<file path="src/rtl/f1_pkg.sv">
`default_nettype none
// ============================================================================
//  Module   : f1_pkg
//  Brief    : Shared state encoding and default widths for the F1 start-light
//             sequencer.
//  Revision : 1.0
// ============================================================================
package f1_pkg;

    typedef enum logic [1:0] {
        IDLE     = 2'd0,
        COUNT_UP = 2'd1,
        HOLD     = 2'd2,
        REACT    = 2'd3
    } f1_state_t;

    localparam int NLIGHTS_DEF = 8;
    localparam int RAND_W_DEF  = 7;
    localparam int REACT_W     = 16;

endpackage
`default_nettype wire

</file>
<file path="src/rtl/f1_start_seq_rise_det.sv">
`default_nettype none
// ============================================================================
//  Module   : rise_det
//  Brief    : Registers d and flags a combinational rising edge (d & ~d_q).
//  Revision : 1.0
// ============================================================================
module rise_det (
    input  logic clk,
    input  logic rst,
    input  logic d,
    output logic rise
);

    logic r_d_q;

    always_ff @(posedge clk or posedge rst) begin
        if (rst) begin
            r_d_q <= 1'b0;
        end else begin
            r_d_q <= d;
        end
    end

    assign rise = d & ~r_d_q;

endmodule
`default_nettype wire

</file>
<file path="src/rtl/f1_start_seq.sv">
`default_nettype none
// ============================================================================
//  Module   : f1_start_seq
//  Brief    : Start-light sequencer: lamps on one per tick, random hold from the
//             LFSR, then all off with a go pulse. Define REACTION_TIMER_EN to add
//             the reaction timer measured from go to the stop rising edge.
//  Revision : 1.0
// ============================================================================
module f1_start_seq
    import f1_pkg::*;
#(
    parameter int NLIGHTS = NLIGHTS_DEF,
    parameter int RAND_W  = RAND_W_DEF
) (
    input  logic                 clk,
    input  logic                 rst,
    input  logic                 tick,
    input  logic                 trigger,
    input  logic [RAND_W-1:0]    rnd_in,
    output logic                 lfsr_en,
    output logic [NLIGHTS-1:0]   lights,
    output logic                 busy,
    output logic                 go,
    input  logic                 stop,
    output logic [REACT_W-1:0]   react_time,
    output logic                 react_valid
);

    f1_state_t            r_state, w_state_n;
    logic [NLIGHTS-1:0]   r_lights, w_lights_n, w_shifted;
    logic [RAND_W-1:0]    r_dly, w_dly_n;
    logic                 r_go, w_go_n;
    logic                 w_trg_rise;
    logic                 w_stop_done;

    rise_det u_trg_det (
        .clk  (clk),
        .rst  (rst),
        .d    (trigger),
        .rise (w_trg_rise)
    );

    assign w_shifted = {r_lights[NLIGHTS-2:0], 1'b1};

    always_comb begin
        w_state_n  = r_state;
        w_lights_n = r_lights;
        w_dly_n    = r_dly;
        w_go_n     = 1'b0;
        case (r_state)
            IDLE: begin
                w_lights_n = '0;
                if (w_trg_rise) begin
                    w_state_n = COUNT_UP;
                end
            end
            COUNT_UP: begin
                if (tick) begin
                    w_lights_n = w_shifted;
                    // LFSR is frozen outside IDLE, so rnd_in is stable here
                    if (&w_shifted) begin
                        w_dly_n   = (rnd_in == '0) ? RAND_W'(1) : rnd_in;
                        w_state_n = HOLD;
                    end
                end
            end
            HOLD: begin
                if (tick) begin
                    if (r_dly == RAND_W'(1)) begin
                        w_lights_n = '0;
                        w_go_n     = 1'b1;
`ifdef REACTION_TIMER_EN
                        w_state_n  = REACT;
`else
                        w_state_n  = IDLE;
`endif
                    end else begin
                        w_dly_n = r_dly - RAND_W'(1);
                    end
                end
            end
            REACT: begin
                if (w_stop_done) begin
                    w_state_n = IDLE;
                end
            end
            default: begin
                w_state_n = IDLE;
            end
        endcase
    end

    always_ff @(posedge clk or posedge rst) begin
        if (rst) begin
            r_state  <= IDLE;
            r_lights <= '0;
            r_dly    <= '0;
            r_go     <= 1'b0;
        end else begin
            r_state  <= w_state_n;
            r_lights <= w_lights_n;
            r_dly    <= w_dly_n;
            r_go     <= w_go_n;
        end
    end

    assign lights  = r_lights;
    assign go      = r_go;
    assign busy    = (r_state != IDLE);
    assign lfsr_en = (r_state == IDLE);

`ifdef REACTION_TIMER_EN
    logic                 w_stop_rise;
    logic [REACT_W-1:0]   r_cnt;
    logic [REACT_W-1:0]   r_react_time;
    logic                 r_react_valid;

    rise_det u_stop_det (
        .clk  (clk),
        .rst  (rst),
        .d    (stop),
        .rise (w_stop_rise)
    );

    // r_cnt is 0 during the go cycle, which is how a stop edge there is ignored
    assign w_stop_done = (r_state == REACT) && w_stop_rise && (r_cnt != '0);

    always_ff @(posedge clk or posedge rst) begin
        if (rst) begin
            r_cnt         <= '0;
            r_react_time  <= '0;
            r_react_valid <= 1'b0;
        end else begin
            r_react_valid <= w_stop_done;
            if (w_go_n) begin
                r_cnt <= '0;
            end else if ((r_state == REACT) && !(&r_cnt)) begin
                r_cnt <= r_cnt + REACT_W'(1);
            end
            if (w_stop_done) begin
                r_react_time <= r_cnt;
            end
        end
    end

    assign react_time  = r_react_time;
    assign react_valid = r_react_valid;
`else
    logic unused_stop;

    assign unused_stop = stop;
    assign w_stop_done = 1'b0;
    assign react_time  = '0;
    assign react_valid = 1'b0;
`endif

endmodule
`default_nettype wire
</file>
<file path="config.mk">
export PLATFORM = sky130hd
export DESIGN_NAME = f1_start_seq
export DESIGN_NICKNAME = d
export VERILOG_FILES = /design/src/rtl/f1_pkg.sv /design/src/rtl/f1_start_seq_rise_det.sv /design/src/rtl/f1_start_seq.sv
export SDC_FILE = /design/constraint.sdc
export NUM_CORES = 1
export LEC_CHECK = 0
export BUFFER_PORTS_ARGS = -buffer_cell sky130_fd_sc_hd__buf_4
export CAP_MARGIN = 20
export CORE_ASPECT_RATIO = 0.75
export CORE_MARGIN = 2
export CORE_UTILIZATION = 50
export DETAILED_ROUTE_END_ITERATION = 16
export PLACE_DENSITY = 0.78
export SETUP_SLACK_MARGIN = 0.15
export SLEW_MARGIN = 20
export SYNTH_ARGS = -nofsm -noshare
export SYNTH_HDL_FRONTEND = slang
export SYNTH_SLANG_ARGS = --single-unit
</file>
<file path="constraint.sdc">
create_clock -name clk -period 2.1 [get_ports clk]
set_input_delay 0.105 -clock clk [delete_from_list [all_inputs] [get_ports clk]]
set_output_delay 0.105 -clock clk [all_outputs]
set_load 0.005 [all_outputs]
</file>
==> results.yml, run 1 <==
synthesis:
  netlist_top_cells_count: "19 x dfrtp_1, 17 x buf_4, 15 x inv_1, 10 x nand2_1"
  synth.avg_cell_area_um2: 9.306
  synth.distinct_cells: 36
  ys_seq_area_frac: 0.3729
  synth_top_area_cell: "dfrtp_1"
  yosysMostFrequentCell: "dfrtp_1"
  synth_flop_cell: "dfrtp_1"
  yosys-top-cells-area: "dfrtp_1 37%, buf_4 10%, ha_1 6.9%"
  syn_inst: 137
  synth_edf_count: 0
  synthArstFlopShare: 1.000
  ys_warn_count: 0
  yosys.area.top_type_share: 0.3729
  synth_seq_cells: 19
  synth_area_um2: 1275
layout:
  multi_input_area_um2: 669.4
  seqCellArea_um2: 475.5
  drive_gt1_frac: 0.2256
  antenna_cells: 0
  nNetsFinal: 184
  area_growth_pct: 15.90
  fillers: 206
place:
  place_congestion: 0.8292
  io_buffers: 21
  dp_hpwl_mm: 2.047
setup_path:
  crit_chain: "nor4_4 -> a31oi_1 -> a211oi_1 -> mux2i_1"
  critPathKind: "register to register"
  reg2reg_from: "r_dly[3]"
  max_stage_delay_ns: 0.52
  crit_buf_inv: 0
  arrival_ns: 2.10
  critPathLaunchType: "register"
  required_ns: 2.32
  cp_slowest_cell: "nor4_4"
  cp_max_fo: 7
  worstSetupEndpointType: "register"
  critPathTopFamily: "compound AO/OA/AOI/OAI gates"
  crit_start: "r_dly[3]"
route:
  drtIter0Drc: 45
  drc: 0
  via_per_inst: 5.237
  ant_nets: 0
  wl_per_cell_um: 13.21
  dr.pass1.iters: 4
  wirelength_mm: 2.616
  vias: 1037
floorplanning:
  die_height_um: 47.73
  die_x_um: 62.31
  coreArea_um2: 2365
  rows: 15
  start_util: 0.5392
  pin_count: 40
  die_area_um2: 2974
timing:
  hold_viol: 0
  skew_ns: 0.01524
  finalMaxSlewViolations: 0
  fmax_mhz: 531.9
  rsz0062_at_grt: "false"
  slew_headroom: 0.4910
  final-setup-viol-count: 0
  fin_crit_sh: 0.8953
  setup_tns_ns: 0
  final.min_clock_period_ns: 1.880
  whs_ns: 0.07670
  worst_pin_slew_ns: 0.7554
cts:
  clk_pin_slew_ns: 0.11
  htree_levels: 1
  cts-root-buf: "clkbuf_4"
  clkLatencyLatePin_ns: 0.30
  cts_tree: "done"
  clkSinkCount: 19
  clockBufferDepth: 2
  cts_buffers: 3
  cts_setup_buffers: 0
global_routing:
  grt_pass1_vias: 842
  grt-ovfl-total: 0
  track_usage: 0.1826
  grt_use_met1: 0.2541
  busiest_layer: "met2"
  grt_max_degree: 20
  grt_use_met2: 0.2978
  antenna_found_initial: 0
  use_met3: 0.04706
  grt_first_pass_wirelength_mm: 4.057
power_and_ir_drop:
  power.density_nw_per_um2: 1027
  ir_drop_uv: 529.5
  leakage_nw: 0.7130
min_path:
  hold_class: "input port to register"
  hp-start: "tick"
flow_run:
  cap_violations: 0
status:
  status: "complete, no violations"
## worst paths after layout
kind                            slack (ns)         end  cells after the start
worst min-delay path                  0.08          go                      3
min in group asynchronous             0.47   lights[5]                      3
worst min register to register        0.55   lights[7]                      2
worst max register to register        0.22  r_state[0]                      4
worst max-delay path                  0.22  r_state[0]                      4
max in group asynchronous             1.16   lights[4]                      3
## kinds of logic (layout without fill, tap and decap cells)
family / Yosys count / in the layout / synth area share
flops: 19 / 19 / 0.3729
other cells: 1 / 17 / 0.002941
mux: 9 / 9 / 0.07458
buf+inv: 35 / 46 / 0.1531
simple gates: 34 / 34 / 0.1531
fa+ha+maj: 7 / 7 / 0.06869
compound gates: 32 / 32 / 0.1747
## worst register-to-register path, delay by kind of cell, from the launching register on
family | cells | cell delay (ns)
AO/OA/AOI/OAI | 2 | 0.60
flip-flops | 1 | 0.46
multiplexers | 1 | 0.25
AND/OR/NAND/NOR | 1 | 0.52
## routing by layer
metal  share of wire  wire length [um]
met1            0.47              1219
met2            0.46              1213
met3           0.062               161
met4          0.0080                21
met5               0                 0
## stage by stage
stage | power [W] | instance area (um^2) | utilization | cells | setup WS, ns
detailed placement | 0.001326 | 1426 | 0.6032 | 192 | 0.2184
global route | 0.001629 | 1478 | 0.6249 | 198 | 0.1596
CTS | 0.001513 | 1473 | 0.6228 | 198 | 0.2115
finish | 0.001517 | 1478 | 0.6249 | 198 | 0.2199
floorplan | 0.001070 | 1335 | - | 153 | 0.3524
global placement | 0.001279 | 1426 | 0.6032 | 192 | 0.3309
## registers in the layout, summed over array words and instances, names as in the netlist
register / cells
r_dly: 7
u_trg_det.r_d_q: 1
go: 1
r_state: 2
lights: 8
## cell type report
| cell class | instances | area share |
|---|---|---|
| flip-flops and latches | 19 | 0.3218 |
| well taps | 34 | 0.02879 |
| clock buffers | 4 | 0.01778 |
| inverters | 15 | 0.03810 |
| repair buffers | 27 | 0.1406 |
| multi-input cells | 99 | 0.4530 |
## cells in the final DEF, fill, tap and decap left out, types with 2 or more instances in the layout
cell	synthesis	layout
nand3_1	4	4
dfrtp_1	19	19
clkbuf_4	0	3
ha_1	7	7
a31oi_1	4	4
nor3_1	4	4
inv_1	15	15
conb_1	1	17
a211oi_1	2	2
a21oi_1	4	4
dlygate4sd3_1	0	2
buf_4	17	25
mux2i_1	8	8
a2bb2oi_1	2	2
a21o_1	2	2
nand4_1	3	3
nand2b_1	3	3
nor2_1	4	3
o21ai_0	8	8
nand2_1	10	10
## report_power, final
part / total, W / switching (W) / leakage, nW / internal, W
clock network: 0.000181 / 0.000107 / 0.0150 / 0.0000739
registers: 0.000633 / 0.000148 / 0.240 / 0.000485
logic: 0.000703 / 0.000365 / 0.458 / 0.000338
## what timing repair did
item                                    CTS  global route
endpoints found under the hold margin    20             0
hold buffers                              2             0
gates resized for setup                   0             2
endpoints found under the setup margin    0             4
(Power assumes the default switching activity.)
==> run 2, diff against run 1 <==
CELL_PAD_IN_SITES_DETAIL_PLACEMENT = 0   (was unset)
CELL_PAD_IN_SITES_GLOBAL_PLACEMENT = 1   (was unset)
CORE_UTILIZATION = 37   (was 50)
PLACE_DENSITY = unset   (was 0.78)
PLACE_DENSITY_LB_ADDON = 0.1   (was unset)
SKIP_CTS_REPAIR_TIMING = 1   (was unset)
==> results.yml, run 2 (same netlist as run 1, synthesis figures left out) <==
status:
  status: "finished with violations"
  violations: "negative hold slack"
setup_path:
  r2r_end: "lights[1]"
  arrival_ns: 1.94
  critPathKind: "register to register"
  crit_cells: 7
  cp_slowest_cell: "dfrtp_1"
  critPathLaunchType: "register"
  reg2reg_from: "r_dly[1]"
  critPathTopFamily: "flip-flops"
  r2r_slack_ns: 0.33
  ff2ff_path_depth: 7
  crit_start: "r_dly[1]"
  crit_path_end: "lights[1]"
  crit_buf_inv: 2
  cp_max_fo: 5
  worstSetupEndpointType: "register"
  crit_chain: "inv_1 -> ha_1 -> nor2b_2 -> nand3_4 -> a21oi_4 -> buf_4 -> mux2i_1"
  required_ns: 2.27
  max_stage_delay_ns: 0.40
timing:
  worst_pin_slew_ns: 0.7660
  final-setup-viol-count: 0
  fin_crit_sh: 0.8427
  hold_viol: 19
  slew_headroom: 0.4839
  whs_ns: -0.01429
  skew_ns: 0.006243
  setup_tns_ns: 0
  finalMaxSlewViolations: 0
  timing.final.ws_setup_ns: 0.3303
  fmax_mhz: 565.1
  final.min_clock_period_ns: 1.770
  rsz0062_at_grt: "false"
floorplanning:
  die_area_um2: 3936
  coreArea_um2: 3288
  rows: 18
  die_height_um: 54.84
  pin_count: 40
  start_util: 0.3877
  die_x_um: 71.78
global_routing:
  grt-ovfl-total: 0
  antenna_found_initial: 0
  grt_max_degree: 20
  grt_first_pass_wirelength_mm: 4.284
  track_usage: 0.1472
  grt_pass1_vias: 883
layout:
  nNetsFinal: 186
  mostFrequentLayoutCell: "buf_4"
  drive_gt1_frac: 0.2470
  final_util: 0.4616
  largest_reg_flops: 8
  final_cell_area_um2: 1518
  layout_common_cells: "28 x buf_4, 19 x dfrtp_1, 17 x conb_1"
  area_growth_pct: 19.04
  antenna_cells: 0
  instances_no_fill: 206
place:
  post-place-ws_ns: 0.2307
  numPlacedInstances: 200
  dpl_cell_area_um2: 1449
  io_buffers: 21
  dp_hpwl_mm: 2.055
  place_congestion: 0.8401
power_and_ir_drop:
  leakage_nw: 0.7344
  swShare: 0.3931
  seqPwrFrac: 0.394
  p_int_w: 0.0009737
  switchingPower_w: 0.0006306
  p_clk_frac: 0.160
  comb_power_share: 0.445
  power.density_nw_per_um2: 1057
  ir_drop_uv: 451.7
cts:
  clockBufferDepth: 2
  cts_buffers: 3
  cts-root-buf: "clkbuf_8"
  clkLatencyLatePin_ns: 0.26
  htree_levels: 1
  clkSinkCount: 19
  cts_tree: "done"
  clk_pin_slew_ns: 0.08
route:
  wirelength_mm: 2.692
  wl_per_cell_um: 13.07
  via_per_inst: 4.951
  drtIter0Drc: 87
  drc: 0
  dr.pass1.iters: 4
  ant_nets: 0
  vias: 1020
flow_run:
  cap_violations: 0
min_path:
  hold_class: "input port to async pin"
-- run 2: worst reg2reg max path, delay by kind of cell, from the launching register on --
kind	cells	cell delay, ns
AOI/OAI and AO/OA	1	0.26
adders and majority gates	1	0.15
buffers and inverters	2	0.30
DFF	1	0.40
muxes	1	0.19
and+or+nand+nor	2	0.40
-- run 2: power by group through the flow --
| stage | registers (W) | clock network, W | logic (W) |
|---|---|---|---|
| global route | 0.000652 | 0.000292 | 0.000788 |
| detailed placement | 0.000633 | 0 | 0.000702 |
| floorplan | 0.000605 | 0 | 0.000465 |
| finish | 0.000633 | 0.000257 | 0.000714 |
| global placement | 0.000632 | 0 | 0.000687 |
| CTS | 0.000628 | 0.000269 | 0.000704 |
-- run 2: worst min-delay path by stage --
stage | cells past startpoint | startpoint | slack [ns] | end
after floorplan | 1 | rst | 0.06 | go
after global placement | 1 | trigger | 0.22 | u_trg_det.r_d_q
after detailed placement | 1 | trigger | 0.23 | u_trg_det.r_d_q
after CTS | 1 | trigger | -0.05 | u_trg_det.r_d_q
after global routing | 2 | rst | 0.04 | r_dly[2]
final | 2 | rst | -0.01 | lights[5]
-- run 2: layout make-up --
cell class	count	area [um^2]
clock inverters	1	5.005
well taps	40	50.05
inverters	15	56.30
repair buffers	29	220.2
multi-input cells	99	669.4
fillers	322	1770
clock buffers	3	41.29
flip-flops and latches	19	475.5
-- run 2: routing by layer --
layer,routed length [um],GRT usage,part of all wire
met5,0,0,0
met2,1056,0.2022,0.39
met1,1418,0.2245,0.53
met3,208,0.04420,0.077
met4,7,0.02830,0.0026
-- run 2: through the flow --
step | power, W | hold slack [ns]
after floorplan | 0.001070 | 0.05613
after global placement | 0.001320 | 0.2246
after detailed placement | 0.001335 | 0.2275
after CTS | 0.001600 | -0.04664
after global routing | 0.001732 | 0.04071
final | 0.001604 | -0.01429
==> run 3, diff against run 2 <==
clock period = 1.8 ns   (was 2.1 ns; I/O delays follow)
==> results.yml, run 3 (same netlist as run 1, synthesis figures left out) <==
layout:
  multi_input_area_um2: 708.2
  antenna_cells: 0
  fillers: 310
  seqCellArea_um2: 478.0
  drive_gt1_frac: 0.3295
  nNetsFinal: 196
  largest_reg_flops: 8
  layout_common_cells: "35 x buf_4, 17 x conb_1, 17 x dfrtp_1"
  final_cell_area_um2: 1644
  area_growth_pct: 28.95
  mostFrequentLayoutCell: "buf_4"
timing:
  timing.final.ws_setup_ns: 0.1168
  slew_headroom: 0.4976
  skew_ns: 0.009818
  worst_pin_slew_ns: 0.7528
  whs_ns: -0.04083
  finalMaxSlewViolations: 0
  rsz0062_at_grt: "true"
  final.min_clock_period_ns: 1.683
  hold_viol: 19
  fmax_mhz: 594.1
  setup_tns_ns: 0
  fin_crit_sh: 0.9351
  final-setup-viol-count: 0
power_and_ir_drop:
  switchingPower_w: 0.0007909
  comb_power_share: 0.486
  swShare: 0.3870
  p_int_w: 0.001253
  seqPwrFrac: 0.361
  p_clk_frac: 0.153
  power.density_nw_per_um2: 1243
  ir_drop_uv: 558.2
  leakage_nw: 0.7866
floorplanning:
  die_x_um: 71.78
  start_util: 0.3877
  coreArea_um2: 3288
  rows: 18
  die_height_um: 54.84
  pin_count: 40
  die_area_um2: 3936
setup_path:
  ff2ff_path_depth: 5
  worstSetupEndpointType: "register"
  crit_buf_inv: 1
  reg2reg_from: "r_dly[4]"
  crit_chain: "nor4_4 -> buf_4 -> nand3_4 -> a21oi_4 -> mux2_4"
  cp_slowest_cell: "dfrtp_1"
  required_ns: 1.94
  crit_cells: 5
  r2r_slack_ns: 0.12
  cp_max_fo: 4
  critPathLaunchType: "register"
  crit_start: "r_dly[4]"
  r2r_end: "lights[0]"
  arrival_ns: 1.83
  crit_path_end: "lights[0]"
  critPathTopFamily: "simple AND/OR/NAND/NOR gates"
  critPathKind: "register to register"
  max_stage_delay_ns: 0.42
cts:
  clk_pin_slew_ns: 0.08
  htree_levels: 1
  clkLatencyLatePin_ns: 0.26
  cts_tree: "done"
  cts-root-buf: "clkbuf_8"
  cts_buffers: 3
  clkSinkCount: 19
  clockBufferDepth: 2
global_routing:
  antenna_found_initial: 0
  grt_first_pass_wirelength_mm: 4.602
  grt-ovfl-total: 0
  grt_max_degree: 20
  track_usage: 0.1570
  grt_pass1_vias: 951
route:
  via_per_inst: 5.037
  vias: 1088
  wirelength_mm: 2.863
  drtIter0Drc: 107
  wl_per_cell_um: 13.25
  dr.pass1.iters: 5
  drc: 0
  ant_nets: 0
status:
  violations: "negative hold slack"
  status: "finished with violations"
min_path:
  hold_class: "input port to async pin"
place:
  io_buffers: 21
  post-place-ws_ns: 0.08796
  place_congestion: 0.7698
  dp_hpwl_mm: 2.135
  dpl_cell_area_um2: 1489
flow_run:
  cap_violations: 0
run 3: through the flow:
step,power (W),instances,util
global route,0.002198,216,0.5000
floorplan,0.001250,153,-
detailed placement,0.001620,205,0.4528
CTS,0.001931,209,0.4665
global placement,0.001602,205,0.4528
finish,0.002043,216,0.5000
run 3: cell type report:
cell class	instances	area share
Multi-Input combinational cell	99	0.4307
Sequential cell	19	0.2907
Timing Repair Buffer	39	0.1865
Inverter	15	0.03425
Clock buffer	4	0.02740
Tap cell	40	0.03044
run 3: power groups by stage:
stage	registers (W)	logic [W]	clock network [W]
final	0.000738	0.000993	0.000312
after global routing	0.000757	0.00111	0.000332
after CTS	0.000724	0.000894	0.000312
after detailed placement	0.000731	0.000888	0
after global placement	0.000725	0.000877	0
after floorplan	0.000708	0.000542	0
run 3: how the worst min path moves through the flow:
| stage | endpoint | slack (ns) | from | cells after the start |
|---|---|---|---|---|
| finish | lights[7] | -0.04 | rst | 2 |
| global route | lights[7] | 0.03 | rst | 2 |
| CTS | u_trg_det.r_d_q | -0.06 | trigger | 1 |
| detailed placement | u_trg_det.r_d_q | 0.21 | trigger | 1 |
| global placement | u_trg_det.r_d_q | 0.21 | trigger | 1 |
| floorplan | go | 0.04 | rst | 1 |
run 3: per-layer routing:
layer / up-vias / global-route usage / part of all wire
met3: 6 / 0.03867 / 0.072
li1: 522 / - / -
met1: 507 / 0.2236 / 0.49
met5: - / 0 / 0
met2: 53 / 0.2407 / 0.43
met4: 0 / 0.03774 / 0.014
